--- config.mk ---
export PLATFORM = sky130hd
export DESIGN_NAME = car_sensor_cond
export DESIGN_NICKNAME = d
export VERILOG_FILES = /design/src/rtl/traffic_pkg.sv /design/src/rtl/bit_sync.sv /design/src/rtl/car_sensor_cond.sv
export SDC_FILE = /design/constraint.sdc
export NUM_CORES = 1
export LEC_CHECK = 0
export CORE_MARGIN = 2
export CORE_UTILIZATION = 49
export CTS_BUF_LIST = sky130_fd_sc_hd__clkbuf_16
export DETAILED_ROUTE_END_ITERATION = 10
export GPL_TIMING_DRIVEN = 0
export PLACE_DENSITY = 0.75
export SYNTH_ARGS = -nofsm -noshare
export SYNTH_HDL_FRONTEND = slang
export SYNTH_SLANG_ARGS = --single-unit
--- constraint.sdc ---
create_clock -name clk -period 1.8 [get_ports clk]
set_input_delay 0.45 -clock clk [delete_from_list [all_inputs] [get_ports clk]]
set_output_delay 0.45 -clock clk [all_outputs]
set_load 0.01 [all_outputs]
--- src/rtl/traffic_pkg.sv ---
// -----------------------------------------------------------------------------
// traffic_pkg
// Shared types and defaults for the traffic-light front-end blocks.
//   db_state_e          : debounce FSM state encoding (2 bits, every code used)
//   SYNC_STAGES_DEF     : default synchroniser depth
//   DEBOUNCE_CYCLES_DEF : default count of stable samples needed to change level
// -----------------------------------------------------------------------------
package traffic_pkg;

   typedef enum logic [1:0] {
      IDLE     = 2'd0,
      RISE_CHK = 2'd1,
      ACTIVE   = 2'd2,
      FALL_CHK = 2'd3
   } db_state_e;

   localparam int unsigned SYNC_STAGES_DEF     = 2;
   localparam int unsigned DEBOUNCE_CYCLES_DEF = 4;

endpackage : traffic_pkg

--- src/rtl/bit_sync.sv ---
// -----------------------------------------------------------------------------
// bit_sync
// Multi-flop synchroniser for a single asynchronous level signal. Reusable for
// any slow asynchronous input (loop detector, pedestrian button, ...).
// Ports:
//   clk     : destination clock
//   rst_n   : asynchronous active-low reset, clears every stage to 0
//   async_i : asynchronous input level
//   sync_o  : output of the last stage
// -----------------------------------------------------------------------------
module bit_sync #(
   parameter int unsigned STAGES = 2
) (
   input  logic clk,
   input  logic rst_n,
   input  logic async_i,
   output logic sync_o
);

   logic [STAGES-1:0] chain_q;

   always_ff @(posedge clk or negedge rst_n) begin
      if (!rst_n) begin
         chain_q <= '0;
      end else begin
         chain_q <= {chain_q[STAGES-2:0], async_i};
      end
   end

   assign sync_o = chain_q[STAGES-1];

endmodule : bit_sync

--- src/rtl/car_sensor_cond.sv ---
// -----------------------------------------------------------------------------
// car_sensor_cond
// Conditions the raw east-west vehicle-loop detector for the traffic-light
// controller: synchronise, debounce, latch a "car waiting" request until the
// east-west green has been served, and count how long the request has waited.
// Ports:
//   clk          : system clock
//   rst_n        : asynchronous active-low reset
//   sensor_raw   : raw loop detector, asynchronous, may glitch
//   ew_served    : high while east-west has green (controller ew_grn)
//   sensor_clean : debounced presence level (registered)
//   car_sensor   : latched request to the controller (registered)
//   wait_cycles  : cycles the current request has been pending, saturating
//
// Debounce FSM:
//   state    | meaning
//   IDLE     | clean level 0, sync agrees
//   RISE_CHK | clean level 0, counting consecutive sync=1 samples
//   ACTIVE   | clean level 1, sync agrees
//   FALL_CHK | clean level 1, counting consecutive sync=0 samples
// -----------------------------------------------------------------------------
module car_sensor_cond
   import traffic_pkg::*;
#(
   parameter int unsigned SYNC_STAGES     = SYNC_STAGES_DEF,
   parameter int unsigned DEBOUNCE_CYCLES = DEBOUNCE_CYCLES_DEF,
   parameter int unsigned WAIT_W          = 8
) (
   input  logic              clk,
   input  logic              rst_n,
   input  logic              sensor_raw,
   input  logic              ew_served,
   output logic              sensor_clean,
   output logic              car_sensor,
   output logic [WAIT_W-1:0] wait_cycles
);

   localparam int unsigned CNT_W = $clog2(DEBOUNCE_CYCLES + 1);

   localparam logic [CNT_W-1:0]  CNT_ONE  = CNT_W'(1);
   localparam logic [CNT_W-1:0]  CNT_LAST = CNT_W'(DEBOUNCE_CYCLES - 1);
   localparam logic [WAIT_W-1:0] WAIT_MAX = {WAIT_W{1'b1}};

   logic              sync;
   db_state_e         state_q;
   logic [CNT_W-1:0]  cnt_q;
   logic              clean_q;
   logic              car_q, car_d;
   logic [WAIT_W-1:0] wait_q, wait_d;

   bit_sync #(
      .STAGES (SYNC_STAGES)
   ) u_sync (
      .clk     (clk),
      .rst_n   (rst_n),
      .async_i (sensor_raw),
      .sync_o  (sync)
   );

   // clean_q is assigned alongside every state transition so that it always
   // reflects the state being entered (1 for ACTIVE/FALL_CHK) on the same edge.
   always_ff @(posedge clk or negedge rst_n) begin
      if (!rst_n) begin
         state_q <= IDLE;
         cnt_q   <= '0;
         clean_q <= 1'b0;
      end else begin
         case (state_q)
            IDLE: begin
               clean_q <= 1'b0;
               if (sync) begin
                  state_q <= RISE_CHK;
                  cnt_q   <= CNT_ONE;
               end else begin
                  cnt_q   <= '0;
               end
            end
            RISE_CHK: begin
               if (!sync) begin
                  state_q <= IDLE;
                  cnt_q   <= '0;
                  clean_q <= 1'b0;
               end else if (cnt_q == CNT_LAST) begin
                  state_q <= ACTIVE;
                  cnt_q   <= '0;
                  clean_q <= 1'b1;
               end else begin
                  cnt_q   <= cnt_q + CNT_ONE;
                  clean_q <= 1'b0;
               end
            end
            ACTIVE: begin
               clean_q <= 1'b1;
               if (!sync) begin
                  state_q <= FALL_CHK;
                  cnt_q   <= CNT_ONE;
               end
            end
            FALL_CHK: begin
               if (sync) begin
                  state_q <= ACTIVE;
                  cnt_q   <= '0;
                  clean_q <= 1'b1;
               end else if (cnt_q == CNT_LAST) begin
                  state_q <= IDLE;
                  cnt_q   <= '0;
                  clean_q <= 1'b0;
               end else begin
                  cnt_q   <= cnt_q + CNT_ONE;
                  clean_q <= 1'b1;
               end
            end
            default: begin
               state_q <= IDLE;
               cnt_q   <= '0;
               clean_q <= 1'b0;
            end
         endcase
      end
   end

   // Served wins over presence; otherwise the request is sticky even if the
   // car drives away before getting green.
   always_comb begin
      car_d = car_q;
      if (ew_served) begin
         car_d = 1'b0;
      end else if (clean_q) begin
         car_d = 1'b1;
      end
   end

   always_comb begin
      wait_d = '0;
      if (car_q) begin
         wait_d = (wait_q == WAIT_MAX) ? WAIT_MAX : wait_q + WAIT_W'(1);
      end
   end

   always_ff @(posedge clk or negedge rst_n) begin
      if (!rst_n) begin
         car_q  <= 1'b0;
         wait_q <= '0;
      end else begin
         car_q  <= car_d;
         wait_q <= wait_d;
      end
   end

   assign sensor_clean = clean_q;
   assign car_sensor   = car_q;
   assign wait_cycles  = wait_q;

endmodule : car_sensor_cond

==> results of run 1 <==
-- routing by layer --
layer / vias to the layer above / GRT usage, % / part of all wire [%]
met2: 14 / 29.4 / 45
met4: 0 / 10.9 / 3.1
met3: 5 / 4.90 / 4.5
met1: 291 / 24.1 / 47
li1: 287 / - / -
met5: - / 0 / 0
-- area by class of cell --
class,instances,area (um^2)
fillers,123,492
well taps,16,20.0
clock inverters,1,3.75
clock buffers,3,75.1
multi-input cells,48,353
repair buffers,13,130
flip-flops and latches,17,425
plain buffers,1,3.75
inverters,1,3.75
-- power breakdown --
| part | switching, mW | leakage [nW] | total, mW | internal (mW) |
|---|---|---|---|---|
| logic | 0.131 | 0.185 | 0.312 | 0.181 |
| clock network | 0.145 | 0.0423 | 0.440 | 0.295 |
| registers | 0.0824 | 0.224 | 0.543 | 0.461 |
-- metrics by stage --
| stage | util (%) | hold WS [ns] | total power, mW | area [um^2] | std cells |
|---|---|---|---|---|---|
| 2_1_floorplan | - | 0.154 | 0.733 | 786 | 67 |
| 3_3_place_gp | 62.1 | 0.339 | 0.843 | 936 | 96 |
| 3_5_place_dp | 62.1 | 0.343 | 0.861 | 936 | 96 |
| 4_1_cts | 67.4 | 0.355 | 1.30 | 1010 | 100 |
| 5_1_grt | 67.4 | 0.365 | 1.37 | 1010 | 100 |
| 6_report | 67.4 | 0.351 | 1.30 | 1010 | 100 |
-- synthesized netlist by cell type, drive strengths merged --
cell type,instances
and3b,1
o21a,2
and2b,1
nor3b,2
nor2,3
ha,2
dfrtp,17
nand4,3
inv,1
o21ai,4
a31oi,1
nand3b,1
nand3,2
nand2,1
o21bai,1
nand2b,2
a32o,2
o311a,1
xor2,2
a2bb2oi,1
and3,4
nor2b,2
a31o,2
mux2,2
and4,1
o31a,1
a21boi,2
clkbuf,1
and2,2
-- flip-flops by register name (all words and copies together) (netlist names), named ones only --
| name | flops |
|---|---|
| sensor_clean | 1 |
| car_sensor | 1 |
| cnt_q | 3 |
| u_sync.chain_q | 2 |
| wait_cycles | 8 |
| state_q | 1 |
-- path summary, 6_finish.rpt --
check                                       start           endpoint  slack [ns]  depth (start not counted)
max in group asynchronous                   rst_n          async pin        0.68                          1
worst min register to register  u_sync.chain_q[0]  u_sync.chain_q[1]        0.35                          0
min in group asynchronous                   rst_n     wait_cycles[4]        0.65                          1
worst min-delay path            u_sync.chain_q[0]  u_sync.chain_q[1]        0.35                          0
worst max-delay path               wait_cycles[4]     wait_cycles[4]        0.06                          1
worst max register to register     wait_cycles[0]     wait_cycles[6]        0.37                          4
-- kinds of logic (layout without fill, tap and decap cells) --
kind of cell             count (synthesis)  count (layout)  share of synthesized area [%]
AO/OA/AOI/OAI                           17              17                           16.4
buffers and inverters                    2              19                          0.954
flip-flops                              17              17                           54.1
AND/OR/NAND/NOR                         25              25                           20.2
multiplexers                             2               2                           2.87
XOR/XNOR                                 2               2                           2.23
adder cells (fa/ha/maj)                  2               2                           3.18
-- layout by cell type, fill, tap and decap left out, types with 3 or more instances in the layout --
cell type	n
and3_1	3
clkbuf_16	3
clkdlybuf4s50_1	13
dfrtp_1	17
nand4_1	3
nor2_1	3
o21ai_0	4
==> results.yml, run 1 <==
synthesis:
  synth_area_leaders: "dfrtp_1 54%, ha_1 3.2%, mux2_2 2.9%"
  seq_area_frac_synth_pct: 54.1
  syn_nets: 73
  ys_warn_count: 0
  syn-mean-instance-area_um2: 11.7
  syn_area_um2: 786
  synthDistinctLibCells: 31
  syn_inst: 67
  yosysTopAreaCell: "dfrtp_1"
  post-synth-top-area-fraction_pct: 54.1
  ys_seq_elements: 17
global_route:
  grt_pass1_vias: 594
  track_usage_pct: 19.0
  grt_pass1_wl_mm: 2.59
  grt_max_degree: 18
  antenna_found_initial: 0
  grt-ovfl-total: 0
power:
  power_density_nw_per_um2: 1280
  peakVddDrop_uv: 954
  p_leak_nw: 0.451
setup_path:
  cp_max_fo: 9
  arrival_ns: 1.29
  crit_type: "register to output pin"
  cp.required_ns: 1.35
  cp_cell_sequence: "clkdlybuf4s50_1"
  end_kind: "output pin"
  critical_path.top_delay_family: "buffers and inverters"
  startpoint_type: "register"
  cp_slowest_cell: "clkdlybuf4s50_1"
  max_stage_delay_ns: 0.58
  critical_path_buf_inv_count: 1
sta:
  period_share_pct: 96.8
  slew_viol_final: 0
  rsz0062_at_grt: "false"
  tightest_slew_ns: 0.752
  hold_viol_final: 0
  fin_crit_ns: 1.74
  max_freq_mhz: 574
  maxSlewHeadroom_pct: 49.7
  fin_ws_ns: 0.0569
  fin_skew_ns: 0.00306
  setup_viol: 0
  fin_tns_setup_ns: 0
route:
  vias_per_cell: 5.97
  num_vias: 597
  route.detailed.drc: 0
  drt_wl_total_mm: 1.50
  first_iter_violations: 7
  wl_per_cell_um: 15.0
  antenna_left: 0
  dr.pass1.iters: 4
clock_tree:
  clk_latency_ns: 0.25
  htreeDepth: 1
  cts_buffers: 3
  clk_path_buf_depth: 2
  cts-resized-gates: 0
  postCtsSetupRepairBufs: 0
  clockRootBuffer: "clkbuf_16"
  clk_pin_slew_ns: 0.05
  cts.sinks: 17
  tritoncts: "yes"
  holdBufCountCts: 0
floorplanning:
  die_area_um2: 1940
  fp.dieW_um: 44.0
  design.core.area_um2: 1510
  io_pins: 14
  fp-row-count: 14
  start_util_pct: 52.2
  die_y_um: 44.0
cells_and_area:
  nets: 91
  syn_to_final_growth_pct: 29.1
  antenna_cells: 0
  layout-drive-gt1-share_pct: 9.52
place:
  place_ws_ns: 0.322
  port_buffers: 13
  hpwl_mm: 1.02
  gp_congestion: 0.805
min_path:
  hp-class: "register to register"
status:
  status: "finished clean"
job:
  maxCapViolations: 0
(Power assumes the default switching activity.)
==> inputs of run 2 (changes only) <==
--- a/config.mk
+++ b/config.mk
@@ -13,4 +13,5 @@
 export PLACE_DENSITY = 0.75
 export SYNTH_ARGS = -nofsm -noshare
 export SYNTH_HDL_FRONTEND = slang
+export SYNTH_HIERARCHICAL = 1
 export SYNTH_SLANG_ARGS = --single-unit
==> run 2 against run 1 <==
Compared with the run above: register-to-register slack barely moved; clock skew barely moved; global-route usage fell by 0.94 points; first-iteration DRC count rose by 57%; sequential share of layout area rose by 0.072 points; sequential power barely moved; routed wire length fell by 8.1%; die area did not move; core utilization rose by 0.083 points; critical path depth did not move; synthesized cell count did not move; via count fell by 3.4%.
==> results.yml, run 2 <==
status:
  status: "finished clean"
sta:
  period_share_pct: 96.4
  max_freq_mhz: 576
  rsz0062_at_grt: "false"
  fin_crit_ns: 1.74
  tightest_slew_ns: 0.730
  fin_ws_ns: 0.0648
  slew_viol_final: 0
  fin_tns_setup_ns: 0
  setup_viol: 0
  maxSlewHeadroom_pct: 51.2
  fin_skew_ns: 0.00317
  hold_viol_final: 0
cells_and_area:
  design_area_um2: 1020
  nFillCells: 110
  final_cell_mix: "16 x dfrtp_1, 13 x clkdlybuf4s50_1, 4 x o21ai_0"
  nets: 91
  final_common_cell: "dfrtp_1"
  syn_to_final_growth_pct: 29.3
  antenna_cells: 0
  layout-drive-gt1-share_pct: 10.7
  largest_register_ffs: 8
clock_tree:
  clk_latency_ns: 0.25
  clk_pin_slew_ns: 0.05
  clk_path_buf_depth: 2
  cts_buffers: 3
  clockRootBuffer: "clkbuf_16"
  tritoncts: "yes"
  htreeDepth: 1
  holdBufCountCts: 0
  cts.sinks: 17
place:
  gp_congestion: 0.850
  hpwl_um: 944
  port_buffers: 13
  place_ws_ns: 0.316
  postPlaceCellArea_um2: 936
global_route:
  grt_pass1_wl_mm: 2.42
  track_usage_pct: 18.0
  antenna_found_initial: 0
  grt_max_degree: 18
  grt_pass1_vias: 530
  grt-ovfl-total: 0
floorplanning:
  start_util_pct: 52.2
  design.core.area_um2: 1510
  die_area_um2: 1940
  fp.dieW_um: 44.0
  io_pins: 14
  fp-row-count: 14
  die_y_um: 44.0
synthesis:
  synthDistinctLibCells: 31
  synth-compound-area-share_pct: 16.4
  post-synth-top-area-fraction_pct: 54.1
  syn_inst: 67
  synth-xor-area-share_pct: 2.23
  ys_seq_elements: 17
  syn_area_um2: 786
  yosysTopAreaCell: "dfrtp_1"
  synthAdderAreaFrac_pct: 3.18
  synth_top_family_by_area: "simple AND/OR/NAND/NOR gates"
  synth_top_cells_by_count: "17 x dfrtp_1, 4 x o21ai_0, 3 x and3_1, 3 x nand4_1, 3 x nor2_1"
  syn-mean-instance-area_um2: 11.7
  synth_area_leaders: "dfrtp_1 54%, ha_1 3.2%, mux2_2 2.9%"
  synth_edf_count: 0
  syn_nets: 73
  yosys.area_share.simple_pct: 20.2
  async_flop_share_pct: 100
  seq_area_frac_synth_pct: 54.1
  ys_warn_count: 6
  synth_flop_cell: "dfrtp_1"
  synth.most_common_cell: "dfrtp_1"
  synthMuxAreaShare_pct: 2.87
setup_path:
  end_kind: "output pin"
  cp_slowest_cell: "clkdlybuf4s50_1"
  cp.required_ns: 1.35
  cp_max_fo: 7
  critical_path_buf_inv_count: 1
  startpoint: "wait_cycles[2]"
  arrival_ns: 1.29
  ff2ff_path_depth: 4
  reg2reg_to: "wait_cycles[6]"
  startpoint_type: "register"
  reg2reg_slack_ns: 0.37
  cp_cell_sequence: "clkdlybuf4s50_1"
  max_stage_delay_ns: 0.58
  cp.depth: 1
  r2r_start: "wait_cycles[0]"
  critical_path.top_delay_family: "buffers and inverters"
  crit_path_end: "wait_cycles[2]"
  crit_type: "register to output pin"
route:
  route.detailed.drc: 0
  drt_wl_total_mm: 1.38
  vias_per_cell: 5.77
  wl_per_cell_um: 13.8
  num_vias: 577
  antenna_left: 0
  dr.pass1.iters: 4
  first_iter_violations: 11
job:
  maxCapViolations: 0
min_path:
  hp-class: "register to register"
power:
  p_leak_nw: 0.448
  peakVddDrop_uv: 848
  power_density_nw_per_um2: 1260
  p_total_mw: 1.28
run 2: worst min-delay path by stage:
stage,from,end,cells after the start
after floorplan,rst_n,async pin,0
after global placement,u_sync/chain_q[0],u_sync/chain_q[1],0
after detailed placement,u_sync/chain_q[0],u_sync/chain_q[1],0
after CTS,u_sync/chain_q[0],u_sync/chain_q[1],0
after global routing,u_sync/chain_q[0],u_sync/chain_q[1],0
final,u_sync/chain_q[0],u_sync/chain_q[1],0
run 2: cell families (layout without fill, tap and decap cells):
group / Yosys count / count (layout)
fa+ha+maj: 2 / 2
xor+xnor: 2 / 2
flops: 17 / 17
simple gates: 25 / 25
compound gates: 17 / 17
buf+inv: 2 / 19
mux: 2 / 2
run 2: cell type report:
| type | instances | area [um^2] | area share, % |
|---|---|---|---|
| multi-input combinational | 48 | 353 | 34.7 |
| inverter | 1 | 3.75 | 0.369 |
| tap | 16 | 20.0 | 1.97 |
| clock buffer | 3 | 75.1 | 7.39 |
| timing repair buffer | 13 | 130 | 12.8 |
| buffer | 1 | 3.75 | 0.369 |
| clock inverter | 1 | 3.75 | 0.369 |
| sequential | 17 | 427 | 42.0 |
run 2: per-stage QoR:
step | instances | utilization (%) | hold slack [ns]
detailed placement | 96 | 62.1 | 0.340
floorplan | 67 | - | 0.154
finish | 100 | 67.4 | 0.347
global placement | 96 | 62.1 | 0.334
global route | 100 | 67.4 | 0.354
CTS | 100 | 67.4 | 0.351
run 2: timing repair:
item,CTS,global route
endpoints found under the setup margin,0,1
setup buffers,0,0
gates resized for setup,0,1
run 2: report_power, final:
part	total [mW]	switching (mW)	internal [mW]	leakage, nW
clock	0.440	0.145	0.295	0.0423
combinational	0.295	0.119	0.176	0.183
sequential	0.541	0.0803	0.461	0.222
total	1.28	0.345	0.932	0.448
run 2: metal layers:
| metal | track usage [%] | part of all wire [%] |
|---|---|---|
| met3 | 4.90 | 4.2 |
| met5 | 0 | 0 |
| met4 | 14.5 | 2.9 |
| met2 | 22.6 | 41 |
| met1 | 25.7 | 51 |
==> inputs of run 3 (changes only) <==
--- a/config.mk
+++ b/config.mk
@@ -10,7 +10,7 @@
 export CTS_BUF_LIST = sky130_fd_sc_hd__clkbuf_16
 export DETAILED_ROUTE_END_ITERATION = 10
 export GPL_TIMING_DRIVEN = 0
-export PLACE_DENSITY = 0.75
+export PLACE_DENSITY = 0.86
 export SYNTH_ARGS = -nofsm -noshare
 export SYNTH_HDL_FRONTEND = slang
 export SYNTH_HIERARCHICAL = 1
==> run 3 against run 2 <==
Compared with the run above: cell count unchanged; clock power grew 1%; first-iteration DRC count is 9.1% higher; sequential power about the same; die area is the same.
==> results.yml, run 3 (same netlist as run 2, synthesis figures left out) <==
status:
  status: "finished clean"
clock_tree:
  holdBufCountCts: 0
  clk_path_buf_depth: 2
  cts_buffers: 3
  htreeDepth: 1
  clockRootBuffer: "clkbuf_16"
  clk_latency_ns: 0.25
  cts.sinks: 17
  clk_pin_slew_ns: 0.05
  tritoncts: "yes"
setup_path:
  cp_slowest_cell: "clkdlybuf4s50_1"
  startpoint_type: "register"
  critical_path.top_delay_family: "buffers and inverters"
  max_stage_delay_ns: 0.58
  end_kind: "output pin"
  arrival_ns: 1.29
  ff2ff_path_depth: 4
  cp.depth: 1
  cp.required_ns: 1.35
  critical_path_buf_inv_count: 1
  cp_cell_sequence: "clkdlybuf4s50_1"
  cp_max_fo: 7
  crit_type: "register to output pin"
cells_and_area:
  design_area_um2: 1020
  largest_register_ffs: 8
  fin_util_pct: 67.7
  final_cell_mix: "16 x dfrtp_1, 13 x clkdlybuf4s50_1, 4 x o21ai_0"
  layout-drive-gt1-share_pct: 11.9
  antenna_cells: 0
  final_common_cell: "dfrtp_1"
  syn_to_final_growth_pct: 29.8
  nets: 91
floorplanning:
  fp.dieW_um: 44.0
  design.core.area_um2: 1510
  io_pins: 14
  die_area_um2: 1940
  fp-row-count: 14
  start_util_pct: 52.2
  die_y_um: 44.0
sta:
  maxSlewHeadroom_pct: 50.4
  setup_viol: 0
  max_freq_mhz: 574
  rsz0062_at_grt: "false"
  hold_viol_final: 0
  tightest_slew_ns: 0.741
  slew_viol_final: 0
  fin_skew_ns: 0.00207
  period_share_pct: 96.7
  holdWs_ns: 0.344
  fin_crit_ns: 1.74
  fin_tns_setup_ns: 0
place:
  postPlaceCellArea_um2: 936
  port_buffers: 13
  gp_congestion: 0.787
  hpwl_mm: 1.07
power:
  p_leak_nw: 0.443
  p_total_mw: 1.29
  power_density_nw_per_um2: 1260
  peakVddDrop_uv: 866
job:
  maxCapViolations: 0
route:
  vias_per_cell: 6.06
  route.detailed.drc: 0
  wl_per_cell_um: 15.5
  antenna_left: 0
  num_vias: 606
  drt_wl_total_mm: 1.55
  dr.pass1.iters: 4
  first_iter_violations: 12
global_route:
  track_usage_pct: 19.5
  grt_max_degree: 18
  grt-ovfl-total: 0
  grt_pass1_vias: 632
  grtUsageMet2_pct: 30.9
  met1_usage_pct: 24.2
  grtUsageMet3_pct: 4.08
  antenna_found_initial: 0
  grt.busiest_layer: "met2"
  grt_pass1_wl_mm: 2.67
min_path:
  hp-class: "register to register"
  min_path_cells: 0
run 3: cell types whose count changed in the layout (fill, tap and decap cells not counted), sizes merged:
| cell | before | now |
|---|---|---|
| clkinvlp | 0 | 1 |
| inv | 2 | 1 |
run 3: path summary, 6_finish.rpt:
kind | startpoint | end | slack, ns
hold reg to reg | u_sync/chain_q[0] | u_sync/chain_q[1] | 0.34
min in group asynchronous | rst_n | wait_cycles[2] | 0.64
setup / recovery | wait_cycles[5] | wait_cycles[5] | 0.06
max in group asynchronous | rst_n | wait_cycles[4] | 0.64
hold / removal | u_sync/chain_q[0] | u_sync/chain_q[1] | 0.34
setup reg to reg | wait_cycles[0] | wait_cycles[6] | 0.35
run 3: where the power goes:
part,switching [mW],internal (mW),leakage (nW),total (mW)
clock,0.146,0.299,0.0371,0.445
combinational,0.125,0.177,0.183,0.302
sequential,0.0799,0.461,0.222,0.541
run 3: timing repair:
| item | 4_1_cts | 5_1_grt |
|---|---|---|
| endpoints found under the setup margin | 0 | 1 |
| gates resized for setup | 0 | 1 |
| setup buffers | 0 | 0 |
run 3: cell type report:
| type | instances | area [um^2] |
|---|---|---|
| buffer | 1 | 3.75 |
| clock buffer | 3 | 75.1 |
| clock inverter | 1 | 7.51 |
| fill | 104 | 487 |
| inverter | 1 | 3.75 |
| multi-input combinational | 48 | 353 |
| sequential | 17 | 427 |
| tap | 16 | 20.0 |
| timing repair buffer | 13 | 130 |
run 3: metrics by stage:
step,worst slack [ns],std cells
final,0.0593,100
after global routing,0.0116,100
after CTS,0.0184,100
after detailed placement,0.303,96
after global placement,0.325,96
after floorplan,0.412,67
run 3: routing by layer:
layer	vias up	wire [um]
met1	295	707
met5	-	0
met3	6	54
met4	0	44
met2	15	739
li1	290	-
